===== src/rtl/sf_camera_capture_ctrl_pkg.sv =====
// Shared definitions for the SF camera capture controller.
// Holds the sequencer state encoding, the datapath widths and a helper that
// maps the requested frame count onto the number of frames actually captured.
package sf_camera_ctrl_pkg;

  localparam int FRAME_W = 16;
  localparam int SIZE_W  = 24;
  localparam int DATA_W  = 32;

  typedef enum logic [2:0] {
    ST_IDLE,
    ST_RESET_CAM,
    ST_WAIT_LOCK,
    ST_ARM,
    ST_CAPTURE,
    ST_FLUSH
  } state_t;

  // A requested count of zero still captures one frame.
  function automatic logic [FRAME_W-1:0] frame_target(input logic [FRAME_W-1:0] cnt);
    return (cnt == '0) ? FRAME_W'(1) : cnt;
  endfunction

endpackage


===== src/rtl/sf_camera_capture_ctrl_if.sv =====
// Read-FIFO handshake and downstream word stream of the capture controller.
//   rfifo_ready/size/data : camera core read FIFO -> controller
//   rfifo_activate/strobe : controller -> camera core read FIFO
//   data/data_valid       : controller -> downstream consumer
//   data_ready            : downstream consumer -> controller
// master = controller side, slave = camera FIFO + consumer side.
interface sf_camera_capture_ctrl_if;
  import sf_camera_ctrl_pkg::*;

  logic              rfifo_ready;
  logic              rfifo_activate;
  logic              rfifo_strobe;
  logic [DATA_W-1:0] rfifo_data;
  logic [SIZE_W-1:0] rfifo_size;
  logic [DATA_W-1:0] data;
  logic              data_valid;
  logic              data_ready;

  modport master (
    input  rfifo_ready, rfifo_data, rfifo_size, data_ready,
    output rfifo_activate, rfifo_strobe, data, data_valid
  );

  modport slave (
    output rfifo_ready, rfifo_data, rfifo_size, data_ready,
    input  rfifo_activate, rfifo_strobe, data, data_valid
  );

endinterface


===== src/rtl/sf_camera_rfifo_drain.sv =====
// Drains camera read-FIFO blocks into a registered downstream word stream.
//   clk, rst   : clock, synchronous active-high reset
//   enable_i   : drain may start blocks and pop words
//   flush_i    : drop the active block and the held output word
//   idle_o     : no block active and no word held
//   bus        : read-FIFO handshake + downstream stream (master side)
// The read FIFO is first-word-fall-through: rfifo_data is the word popped by
// a strobe, captured at the same clock edge.
module sf_camera_rfifo_drain
  import sf_camera_ctrl_pkg::*;
(
  input  logic                     clk,
  input  logic                     rst,
  input  logic                     enable_i,
  input  logic                     flush_i,
  output logic                     idle_o,
  sf_camera_capture_ctrl_if.master bus
);

  logic              active_q;
  logic [SIZE_W-1:0] remain_q;
  logic [DATA_W-1:0] data_q;
  logic              valid_q;
  logic              pop_c;

  // Pop whenever the output register is free or being emptied this cycle.
  assign pop_c = enable_i && !flush_i && active_q && (remain_q != '0) &&
                 (!valid_q || bus.data_ready);

  always_ff @(posedge clk) begin
    if (rst) begin
      active_q <= 1'b0;
      remain_q <= '0;
      data_q   <= '0;
      valid_q  <= 1'b0;
    end else if (flush_i) begin
      active_q <= 1'b0;
      remain_q <= '0;
      valid_q  <= 1'b0;
    end else begin
      // The cycle in which active_q reads low after a release is the
      // mandatory gap before the next activate.
      if (!active_q) begin
        if (enable_i && bus.rfifo_ready) begin
          active_q <= 1'b1;
          remain_q <= bus.rfifo_size;
        end
      end else if ((remain_q == '0) || (pop_c && (remain_q == SIZE_W'(1)))) begin
        active_q <= 1'b0;
      end

      if (pop_c) begin
        remain_q <= remain_q - SIZE_W'(1);
        data_q   <= bus.rfifo_data;
        valid_q  <= 1'b1;
      end else if (valid_q && bus.data_ready) begin
        valid_q  <= 1'b0;
      end
    end
  end

  assign bus.rfifo_activate = active_q;
  assign bus.rfifo_strobe   = pop_c;
  assign bus.data           = data_q;
  assign bus.data_valid     = valid_q;
  assign idle_o             = !active_q && !valid_q;

endmodule


===== src/rtl/sf_camera_capture_ctrl.sv =====
// SF camera capture sequencer: camera reset, clock-lock wait, count clear,
// frame capture and read-FIFO drain for one multi-frame job per start.
//   clk, rst                    : clock, synchronous active-high reset
//   i_start/i_abort             : job start / job abort pulses
//   i_frame_count, i_flash_en   : job configuration
//   o_busy/o_done/o_error       : job status
//   o_frames_captured           : frames finished in current/last job
//   o_camera_reset, o_reset_counts, o_enable, o_manual_flash_on : camera core controls
//   i_clk_locked, i_captured    : camera core status
//   fifo_if                     : read FIFO handshake + downstream stream
// Optional: define SF_CAMERA_CTRL_TIMEOUT_EN to abort a frame that takes
// TIMEOUT_CYCLES cycles in CAPTURE.
//
// state      | meaning
// IDLE       | no job; waiting for i_start
// RESET_CAM  | camera reset held for RESET_CYCLES cycles
// WAIT_LOCK  | waiting for camera clock lock
// ARM        | one-cycle frame counter clear
// CAPTURE    | capture enabled; waiting for frame-done edge
// FLUSH      | capture off; waiting for drain and FIFO to empty
module sf_camera_capture_ctrl
  import sf_camera_ctrl_pkg::*;
#(
`ifdef SF_CAMERA_CTRL_TIMEOUT_EN
  parameter logic [31:0] TIMEOUT_CYCLES = 32'd50000000,
`endif
  parameter int RESET_CYCLES = 16
) (
  input  logic                     clk,
  input  logic                     rst,
  input  logic                     i_start,
  input  logic                     i_abort,
  input  logic [FRAME_W-1:0]       i_frame_count,
  input  logic                     i_flash_en,
  output logic                     o_busy,
  output logic                     o_done,
  output logic                     o_error,
  output logic [FRAME_W-1:0]       o_frames_captured,
  output logic                     o_camera_reset,
  output logic                     o_reset_counts,
  output logic                     o_enable,
  output logic                     o_manual_flash_on,
  input  logic                     i_clk_locked,
  input  logic                     i_captured,
  sf_camera_capture_ctrl_if.master fifo_if
);

  localparam int RST_CNT_W = (RESET_CYCLES > 1) ? $clog2(RESET_CYCLES) : 1;

  state_t               state_q;
  logic [RST_CNT_W-1:0] rst_cnt_q;
  logic [FRAME_W-1:0]   target_q;
  logic [FRAME_W-1:0]   frames_q;
  logic                 cap_prev_q;
  logic                 busy_q, done_q, error_q;
  logic                 cam_reset_q, reset_counts_q, enable_q, flash_q;
  logic [FRAME_W-1:0]   frames_inc;
  logic                 cap_rise, abort_c, tmo_hit, drain_idle;

  assign cap_rise   = i_captured && !cap_prev_q;
  assign frames_inc = (frames_q == '1) ? frames_q : frames_q + FRAME_W'(1);
  // Losing clock lock mid-capture is handled exactly like an abort.
  assign abort_c    = i_abort || ((state_q == ST_CAPTURE) && !i_clk_locked) || tmo_hit;

`ifdef SF_CAMERA_CTRL_TIMEOUT_EN
  logic [31:0] tmo_q;

  assign tmo_hit = (state_q == ST_CAPTURE) && (tmo_q == TIMEOUT_CYCLES - 32'd1);

  always_ff @(posedge clk) begin
    if (rst || (state_q == ST_ARM)) tmo_q <= '0;
    else if (state_q == ST_CAPTURE) tmo_q <= tmo_q + 32'd1;
  end
`else
  assign tmo_hit = 1'b0;
`endif

  always_ff @(posedge clk) begin
    if (rst) begin
      state_q        <= ST_IDLE;
      rst_cnt_q      <= '0;
      target_q       <= '0;
      frames_q       <= '0;
      cap_prev_q     <= 1'b0;
      busy_q         <= 1'b0;
      done_q         <= 1'b0;
      error_q        <= 1'b0;
      cam_reset_q    <= 1'b0;
      reset_counts_q <= 1'b0;
      enable_q       <= 1'b0;
      flash_q        <= 1'b0;
    end else begin
      done_q     <= 1'b0;
      cap_prev_q <= i_captured;
      if (abort_c) begin
        state_q        <= ST_IDLE;
        busy_q         <= 1'b0;
        error_q        <= 1'b1;
        cam_reset_q    <= 1'b0;
        reset_counts_q <= 1'b0;
        enable_q       <= 1'b0;
        flash_q        <= 1'b0;
      end else begin
        case (state_q)
          ST_IDLE: if (i_start) begin
            state_q     <= ST_RESET_CAM;
            busy_q      <= 1'b1;
            error_q     <= 1'b0;
            frames_q    <= '0;
            target_q    <= frame_target(i_frame_count);
            cam_reset_q <= 1'b1;
            rst_cnt_q   <= RST_CNT_W'(RESET_CYCLES - 1);
          end
          ST_RESET_CAM: begin
            if (rst_cnt_q == '0) begin
              cam_reset_q <= 1'b0;
              state_q     <= ST_WAIT_LOCK;
            end else begin
              rst_cnt_q <= rst_cnt_q - RST_CNT_W'(1);
            end
          end
          ST_WAIT_LOCK: if (i_clk_locked) begin
            reset_counts_q <= 1'b1;
            state_q        <= ST_ARM;
          end
          ST_ARM: begin
            reset_counts_q <= 1'b0;
            enable_q       <= 1'b1;
            flash_q        <= i_flash_en;
            state_q        <= ST_CAPTURE;
          end
          ST_CAPTURE: begin
            flash_q <= i_flash_en;
            if (cap_rise) begin
              frames_q <= frames_inc;
              enable_q <= 1'b0;
              flash_q  <= 1'b0;
              if (frames_inc == target_q) begin
                state_q <= ST_FLUSH;
              end else begin
                reset_counts_q <= 1'b1;
                state_q        <= ST_ARM;
              end
            end
          end
          ST_FLUSH: if (drain_idle && !fifo_if.rfifo_ready) begin
            state_q <= ST_IDLE;
            busy_q  <= 1'b0;
            done_q  <= 1'b1;
          end
          default: state_q <= ST_IDLE;
        endcase
      end
    end
  end

  sf_camera_rfifo_drain u_drain (
    .clk      (clk),
    .rst      (rst),
    .enable_i (busy_q),
    .flush_i  (abort_c),
    .idle_o   (drain_idle),
    .bus      (fifo_if)
  );

  assign o_busy            = busy_q;
  assign o_done            = done_q;
  assign o_error           = error_q;
  assign o_frames_captured = frames_q;
  assign o_camera_reset    = cam_reset_q;
  assign o_reset_counts    = reset_counts_q;
  assign o_enable          = enable_q;
  assign o_manual_flash_on = flash_q;

endmodule

===== src/flat_wrapper.sv =====
// flat-port wrapper written by rule: the top's interface ports become plain ports
module sf_camera_capture_ctrl_flat import sf_camera_ctrl_pkg::*;
#(

  parameter int RESET_CYCLES = 16
)
  (clk, rst, i_start, i_abort, i_frame_count, i_flash_en, o_busy, o_done, o_error, o_frames_captured, o_camera_reset, o_reset_counts, o_enable, o_manual_flash_on, i_clk_locked, i_captured, fifo_if_rfifo_ready, fifo_if_rfifo_data, fifo_if_rfifo_size, fifo_if_data_ready, fifo_if_rfifo_activate, fifo_if_rfifo_strobe, fifo_if_data, fifo_if_data_valid);
  sf_camera_capture_ctrl_if fifo_if_i ();
  input  logic clk;
  input  logic rst;
  input  logic i_start;
  input  logic i_abort;
  input  logic [FRAME_W-1:0] i_frame_count;
  input  logic i_flash_en;
  output logic o_busy;
  output logic o_done;
  output logic o_error;
  output logic [FRAME_W-1:0] o_frames_captured;
  output logic o_camera_reset;
  output logic o_reset_counts;
  output logic o_enable;
  output logic o_manual_flash_on;
  input  logic i_clk_locked;
  input  logic i_captured;
  input wire logic [$bits(fifo_if_i.rfifo_ready)-1:0] fifo_if_rfifo_ready;
  input wire logic [$bits(fifo_if_i.rfifo_data)-1:0] fifo_if_rfifo_data;
  input wire logic [$bits(fifo_if_i.rfifo_size)-1:0] fifo_if_rfifo_size;
  input wire logic [$bits(fifo_if_i.data_ready)-1:0] fifo_if_data_ready;
  output wire logic [$bits(fifo_if_i.rfifo_activate)-1:0] fifo_if_rfifo_activate;
  output wire logic [$bits(fifo_if_i.rfifo_strobe)-1:0] fifo_if_rfifo_strobe;
  output wire logic [$bits(fifo_if_i.data)-1:0] fifo_if_data;
  output wire logic [$bits(fifo_if_i.data_valid)-1:0] fifo_if_data_valid;
  assign fifo_if_i.rfifo_ready = fifo_if_rfifo_ready;
  assign fifo_if_i.rfifo_data = fifo_if_rfifo_data;
  assign fifo_if_i.rfifo_size = fifo_if_rfifo_size;
  assign fifo_if_i.data_ready = fifo_if_data_ready;
  assign fifo_if_rfifo_activate = fifo_if_i.rfifo_activate;
  assign fifo_if_rfifo_strobe = fifo_if_i.rfifo_strobe;
  assign fifo_if_data = fifo_if_i.data;
  assign fifo_if_data_valid = fifo_if_i.data_valid;
  sf_camera_capture_ctrl #(.RESET_CYCLES(RESET_CYCLES)) u_core (.clk(clk), .rst(rst), .i_start(i_start), .i_abort(i_abort), .i_frame_count(i_frame_count), .i_flash_en(i_flash_en), .o_busy(o_busy), .o_done(o_done), .o_error(o_error), .o_frames_captured(o_frames_captured), .o_camera_reset(o_camera_reset), .o_reset_counts(o_reset_counts), .o_enable(o_enable), .o_manual_flash_on(o_manual_flash_on), .i_clk_locked(i_clk_locked), .i_captured(i_captured), .fifo_if(fifo_if_i));
endmodule

===== config.mk =====
export PLATFORM = sky130hd
export DESIGN_NAME = sf_camera_capture_ctrl_flat
export DESIGN_NICKNAME = d
export VERILOG_FILES = /design/src/rtl/sf_camera_capture_ctrl_pkg.sv /design/src/rtl/sf_camera_capture_ctrl_if.sv /design/src/rtl/sf_camera_rfifo_drain.sv /design/src/rtl/sf_camera_capture_ctrl.sv /design/src/flat_wrapper.sv
export SDC_FILE = /design/constraint.sdc
export NUM_CORES = 1
export LEC_CHECK = 0
export BUFFER_PORTS_ARGS = -buffer_cell sky130_fd_sc_hd__buf_2
export CORE_MARGIN = 3
export CORE_UTILIZATION = 40
export CTS_CLUSTER_DIAMETER = 80
export DETAILED_ROUTE_END_ITERATION = 10
export PLACE_DENSITY = 0.61
export SLEW_MARGIN = 5
export SYNTH_ARGS = -nofsm -noshare
export SYNTH_HDL_FRONTEND = slang
export SYNTH_SLANG_ARGS = --single-unit

===== constraint.sdc =====
create_clock -name clk -period 2.8 [get_ports clk]
set_input_delay 0 -clock clk [delete_from_list [all_inputs] [get_ports clk]]
set_output_delay 0 -clock clk [all_outputs]
set_load 0.05 [all_outputs]

# After elaboration in Yosys (flattened, before gate mapping)
# Index checks and enable logic that the tools add are counted.
[classes]
add_sub_neg = 3
n_mul = 0
div_mod_pow = 0
magnitude_cmp = 0
eq_ne = 16
n_shift = 0
mux = 40
n_bitwise = 2
reduce_logical = 47
[ops]
columns = ["cell", "count"]
rows = [
  ["$mux W24", 3],
  ["$mux W16", 4],
  ["$pmux W16 S2", 1],
  ["$eq A24 B1 Y1 const B", 1],
  ["$logic_not A24 Y1", 1],
  ["$reduce_bool A24 Y1", 1],
  ["$sub A24 B1 Y24 const B", 1],
  ["$mux W3", 6],
  ["$pmux W3 S6", 1],
  ["$mux W1", 17],
  ["$add A16 B1 Y16 const B", 1],
  ["$eq A16 B16 Y1", 1],
  ["$eq A16 B16 Y1 const B", 1],
  ["$logic_not A16 Y1", 1],
  ["$reduce_bool A2 Y1", 8],
  ["$reduce_and A4 Y1", 3],
  ["$logic_and A1 B1 Y1", 11],
  ["$reduce_and A3 Y1", 3],
  ["$mux W4", 2],
  ["$ne A2 B1 Y1 const B", 4],
  ["$ne A2 B2 Y1 const B", 4],
  ["$pmux W1 S2", 4],
  ["$pmux W4 S2", 1],
  ["$reduce_and A2 Y1", 4],
  ["14 further kinds", 24],
]
[word_totals]
register_bits = 105
latch_bits = 0
ramBits = 0
romBits = 0
out_inout_bits = 58
elab_cells = 124
n_memories = 0

# Logic depth before layout (Yosys ltp)
[depth]
word_depth = 12
depth_mapped = 11
ltp_nobuf = 10

# Modules after synthesis
# Synthesis repeated with hierarchy kept, for this count alone.
[unflattened]
cells_unflattened = 698
hier_area_um2 = 5570.3
[modules_own_cells]
columns = ["module", "instances", "cells_per_inst", "area_each_um2", "seq_area_each_um2"]
rows = [
  ["sf_camera_capture_ctrl", 1, 358, 2925.3, 940.9],
  ["sf_camera_rfifo_drain", 1, 340, 2645.0, 1161.1],
]

# Worst setup path after synthesis
# No wires, ideal clock.
[synth_timing]
path_kind = "register to register"
startpoint = "register u_core.frames_q[4], in the netlist u_core.o_frames_captured[4]"
endpoint = "register u_core.state_q[2]"
setup_ps = 59
t_arrival_ps = 2679
setup_slack_ps = 62
path_stages_with_launch = 9
n_path_buf = 1
path_cell_list = "dfxtp_1 > clkbuf_1 > nand3_1 > nor4_1 > nand3_1 > a2bb2oi_1 > o211ai_1 > nor4_1 > a2bb2o_1"
[synth_via]
elab_chain_cells = 6
word_cells_on_any_way = 7
cone_classes = "add/sub: 1; eq/ne: 2; mux: 4"
[synth_rtl]
columns = ["item", "line_no", "text"]
rows = [
  ["from (decl)", "sf_camera_capture_ctrl.sv:53", "logic [FRAME_W-1:0] frames_q;"],
  ["from (signal assigned)", "sf_camera_capture_ctrl.sv:135", "frames_q <= frames_inc;"],
  ["$add A16 B1 Y16 or $eq A16 B16 Y1 (tied branches)", "sf_camera_capture_ctrl.sv:61", "assign frames_inc = (frames_q == '1) ? frames_q : frames_q + FRAME_W'(1);"],
  ["$mux W16 *", "sf_camera_capture_ctrl.sv:61", ""],
  ["$eq A16 B16 Y1 *", "sf_camera_capture_ctrl.sv:138", "if (frames_inc == target_q) begin"],
  ["$mux W3 *", "sf_camera_capture_ctrl.sv:138", ""],
  ["$mux W3 *", "sf_camera_capture_ctrl.sv:134", "if (cap_rise) begin"],
  ["$pmux W3 S6 *", "sf_camera_capture_ctrl.sv:104", "case (state_q)"],
  ["to (signal assigned)", "sf_camera_capture_ctrl.sv:106", "state_q <= ST_RESET_CAM;"],
  ["to (signal assigned)", "sf_camera_capture_ctrl.sv:139", "state_q <= ST_FLUSH;"],
  ["to (signal assigned)", "sf_camera_capture_ctrl.sv:142", "state_q <= ST_ARM;"],
  ["to (decl)", "sf_camera_capture_ctrl.sv:50", "state_t state_q;"],
]
# Every way passes the cells marked *; elsewhere a longest branch is shown, timed or not. The select of a mux whose other input is x is not followed.
# A chain may end at the register's enable or synchronous reset.

# Worst setup path in the final report
[layout_timing]
startpoint = "register u_core.u_drain.remain_q[9]"
endpoint = "output fifo_if_rfifo_strobe"
[layout_via]
elab_chain_cells = 3
[layout_rtl]
columns = ["item", "line_no", "text"]
rows = [
  ["from (decl)", "sf_camera_rfifo_drain.sv:21", "logic [SIZE_W-1:0] remain_q;"],
  ["from (signal assigned)", "sf_camera_rfifo_drain.sv:46", "remain_q <= bus.rfifo_size;"],
  ["from (signal assigned)", "sf_camera_rfifo_drain.sv:53", "remain_q <= remain_q - SIZE_W'(1);"],
  ["$reduce_bool A24 Y1", "sf_camera_rfifo_drain.sv:27", "assign pop_c = enable_i && !flush_i && active_q && (remain_q != '0) &&"],
  ["$logic_and A1 B1 Y1 (2 in series)", "sf_camera_rfifo_drain.sv:27", ""],
  ["to (decl)", "flat_wrapper.sv:30", "output wire logic [$bits(fifo_if_i.rfifo_strobe)-1:0] fifo_if_rfifo_strobe;"],
]
# No other way between the ends.

==> run metrics <==
Tot GR Track Use=22.0%; Netlist cell types=72; Max Fclk=0.374 GHz; YS warnings=0; vias in the first global route=5612; Placer Congestion=0.933; max cap viols=0; largest net degree at the start of global routing=71; leading cell type in the layout, fill and taps excluded=buf_2; clock buffer count from CTS=9; setup TNS=0 ns; nets@finish=1001; initial DRC count=488; Sw Share=24.2%; Clock Tree Root=clkbuf_16; Setup Crit Path Kind=register to output port; post-route setup slack=0.124 ns; Die Ht=122 um; worst min path class=primary input to register; synthesized-area fraction occupied by ao, oa, aoi and oai cells=23.5%; CP Capture Type=output port; max-slew violation count=0; register area share after synthesis=39.2%; Crit path required time=2.80 ns; Area Overhead vs Synth=38.0%; full die area=0.0148 mm^2; DP Worst Slack=0.130 ns; ys flop type=dfxtp_1; Hold Vio Cnt, Final=0; Worst Tran Pin Value=0.916 ns; maximum vdd ir drop=314 uV; CP Launch Point=u_core.u_drain.remain_q[9]; Vias per Instance=5.50; Final Cycle Share=95.6%; syn_nets=791; area share of xor/xnor cells in the synthesized design=2.78%; critical path startpoint category=register; Pint=0.00243 W; status=completed; synthesized cell area=0.00536 mm^2; drt wl/cell=14.9 um; FP Rows=41; Remaining Overflow, GRT=0; first-pass GRT wire length=26.8 mm; Vias=6021; clk sinks=105; WHS=0.0343 ns; clock group share of total power=40.5%; Seq cells post-synth=105; Longest Clk Path Bufs=2; Post-Synth Simple-Gate Area=28.0%; Post-Synthesis Cells=706; most frequent cells in the layout=138 x buf_2, 127 x nand2_1, 108 x a21oi_1, 105 x dfxtp_1, 73 x dlygate4sd3_1; static leakage=2.99 nW; DR pass1 iterations=5; worst-path maximum fanout=33; relative slew slack=38.7%; layout cells sized above 1=22.3%; WP data arrival=2.68 ns; antenna viol nets, final=0; asr flop ratio synth=0%; placed wire-length estimate=11.2 mm; syn_area_per_cell=7.59 um^2; Power Dens Cells=433 mW/mm^2; RSZ-0062 raised after global routing=no; # DRC=0; H-tree depth=3; clock slew at reported path FFs=0.07 ns; WL final=16.3 mm; post-synthesis adder-cell area fraction=0.933%; Post-synth EDFFs=0; hold_sp=i_start; CTS tree=done; Tmin final=2.68 ns; R2R Path Start=u_core.u_drain.remain_q[9]; Port Buf Inserts=138; initial antenna violation count=1; chip width=122 um; count of final setup violators=0; Comb pwr share=11.4%; mux share of post-synthesis cell area=1.35%; fill count=1190; Initial Util=41.6%; Clk Latency, worst-skew pair=0.35 ns; sequential power share=48.1%; IO Pins=139; Switch Pwr=0.000777 W; largest family of logic cells by synthesized area=simple AND/OR/NAND/NOR gates; core area=0.0129 mm^2; Worst Clk Skew=0.00560 ns
==> cell usage after synthesis, drive strengths merged, types with 7 or more instances <==
cell type    n  area, um^2
nand2      129         489
a21oi      108         541
dfxtp      105        2100
nor2        60         228
clkbuf      36         135
o21ai       30         150
nand3       22         110
nor3        22         115
nor4        15         100
and3        13        81.3
xnor2       11        96.3
nand4       10        68.8
a31oi        9        56.3
buf          9        61.3
inv          9        33.8
nor2b        8        50.1
o211ai       7        52.6
or4          7        56.3
==> what timing repair did <==
| item | 4_1_cts | 5_1_grt |
|---|---|---|
| hold endpoints to repair | 73 | 0 |
| pin swaps | 1 | 0 |
| resized for setup | 1 | 3 |
| hold buffers | 73 | 0 |
| setup endpoints to repair | 1 | 4 |
| setup buffers | 1 | 2 |
==> flip-flops by register name (all words and copies together), names as in the netlist, 3 cells and up <==
signal                    cells
u_core.state_q                3
u_core.rst_cnt_q              4
u_core.u_drain.remain_q      24
u_core.o_frames_captured     16
u_core.target_q              16
u_core.u_drain.bus.data      32
==> cell type report <==
| type | count | area, um^2 | share of cell area (%) |
|---|---|---|---|
| timing repair buffer | 244 | 1700 | 22.9 |
| tap | 172 | 215 | 2.91 |
| inverter | 9 | 33.8 | 0.457 |
| antenna | 1 | 2.50 | 0.0338 |
| clock buffer | 10 | 239 | 3.23 |
| multi-input combinational | 547 | 3040 | 41.1 |
| sequential | 105 | 2100 | 28.4 |
| clock inverter | 6 | 66.3 | 0.896 |
==> routing by layer <==
metal	up-vias	wire length, um	GRT usage (%)	part of all wire, %
met5	-	0	0	0
met3	30	1060	3.20	6.5
li1	2968	-	-	-
met4	0	432	9.24	2.7
met1	2782	7180	29.6	44
met2	241	7570	35.3	47
==> power by group through the flow <==
stage / clock network [W] / logic [W] / registers [W]
CTS: 0.00134 / 0.000362 / 0.00154
finish: 0.00130 / 0.000366 / 0.00154
global route: 0.00138 / 0.000402 / 0.00155
global placement: 0 / 0.000279 / 0.00157
floorplan: 0 / 0.000154 / 0.00158
detailed placement: 0 / 0.000282 / 0.00158
==> critical path, cell delays in order (launching register included) <==
cell and delay (ns):
dfxtp_1 0.34, or4_1 0.53, or4_4 0.49, o41ai_4 0.37, inv_2 0.14, buf_6 0.21
buf_2 0.23
==> worst paths after layout <==
check | endpoint | slack [ns] | cells after the start
setup / recovery | fifo_if_rfifo_strobe | 0.12 | 6
hold / removal | u_core.o_camera_reset | 0.03 | 5
setup reg to reg | u_core.u_drain.remain_q[6] | 0.20 | 9
hold reg to reg | u_core.u_drain.bus.data[9] | 0.45 | 2
==> stage by stage <==
stage,instance area (um^2),total power [W],instances,util [%]
3_3_place_gp,6320,0.00185,1001,49.1
4_1_cts,7370,0.00324,1091,57.2
2_1_floorplan,5360,0.00173,706,-
5_1_grt,7400,0.00333,1094,57.5
6_report,7400,0.00320,1094,57.5
3_5_place_dp,6320,0.00186,1001,49.1
==> kinds of logic after synthesis <==
| logic type | after synthesis |
|---|---|
| adders and majority gates | 4 |
| AOI/OAI and AO/OA | 206 |
| DFF | 105 |
| and+or+nand+nor | 313 |
| muxes | 7 |
| buffers and inverters | 54 |
| xor gates and xnor gates | 17 |
Power figures use the tool's default switching activity.
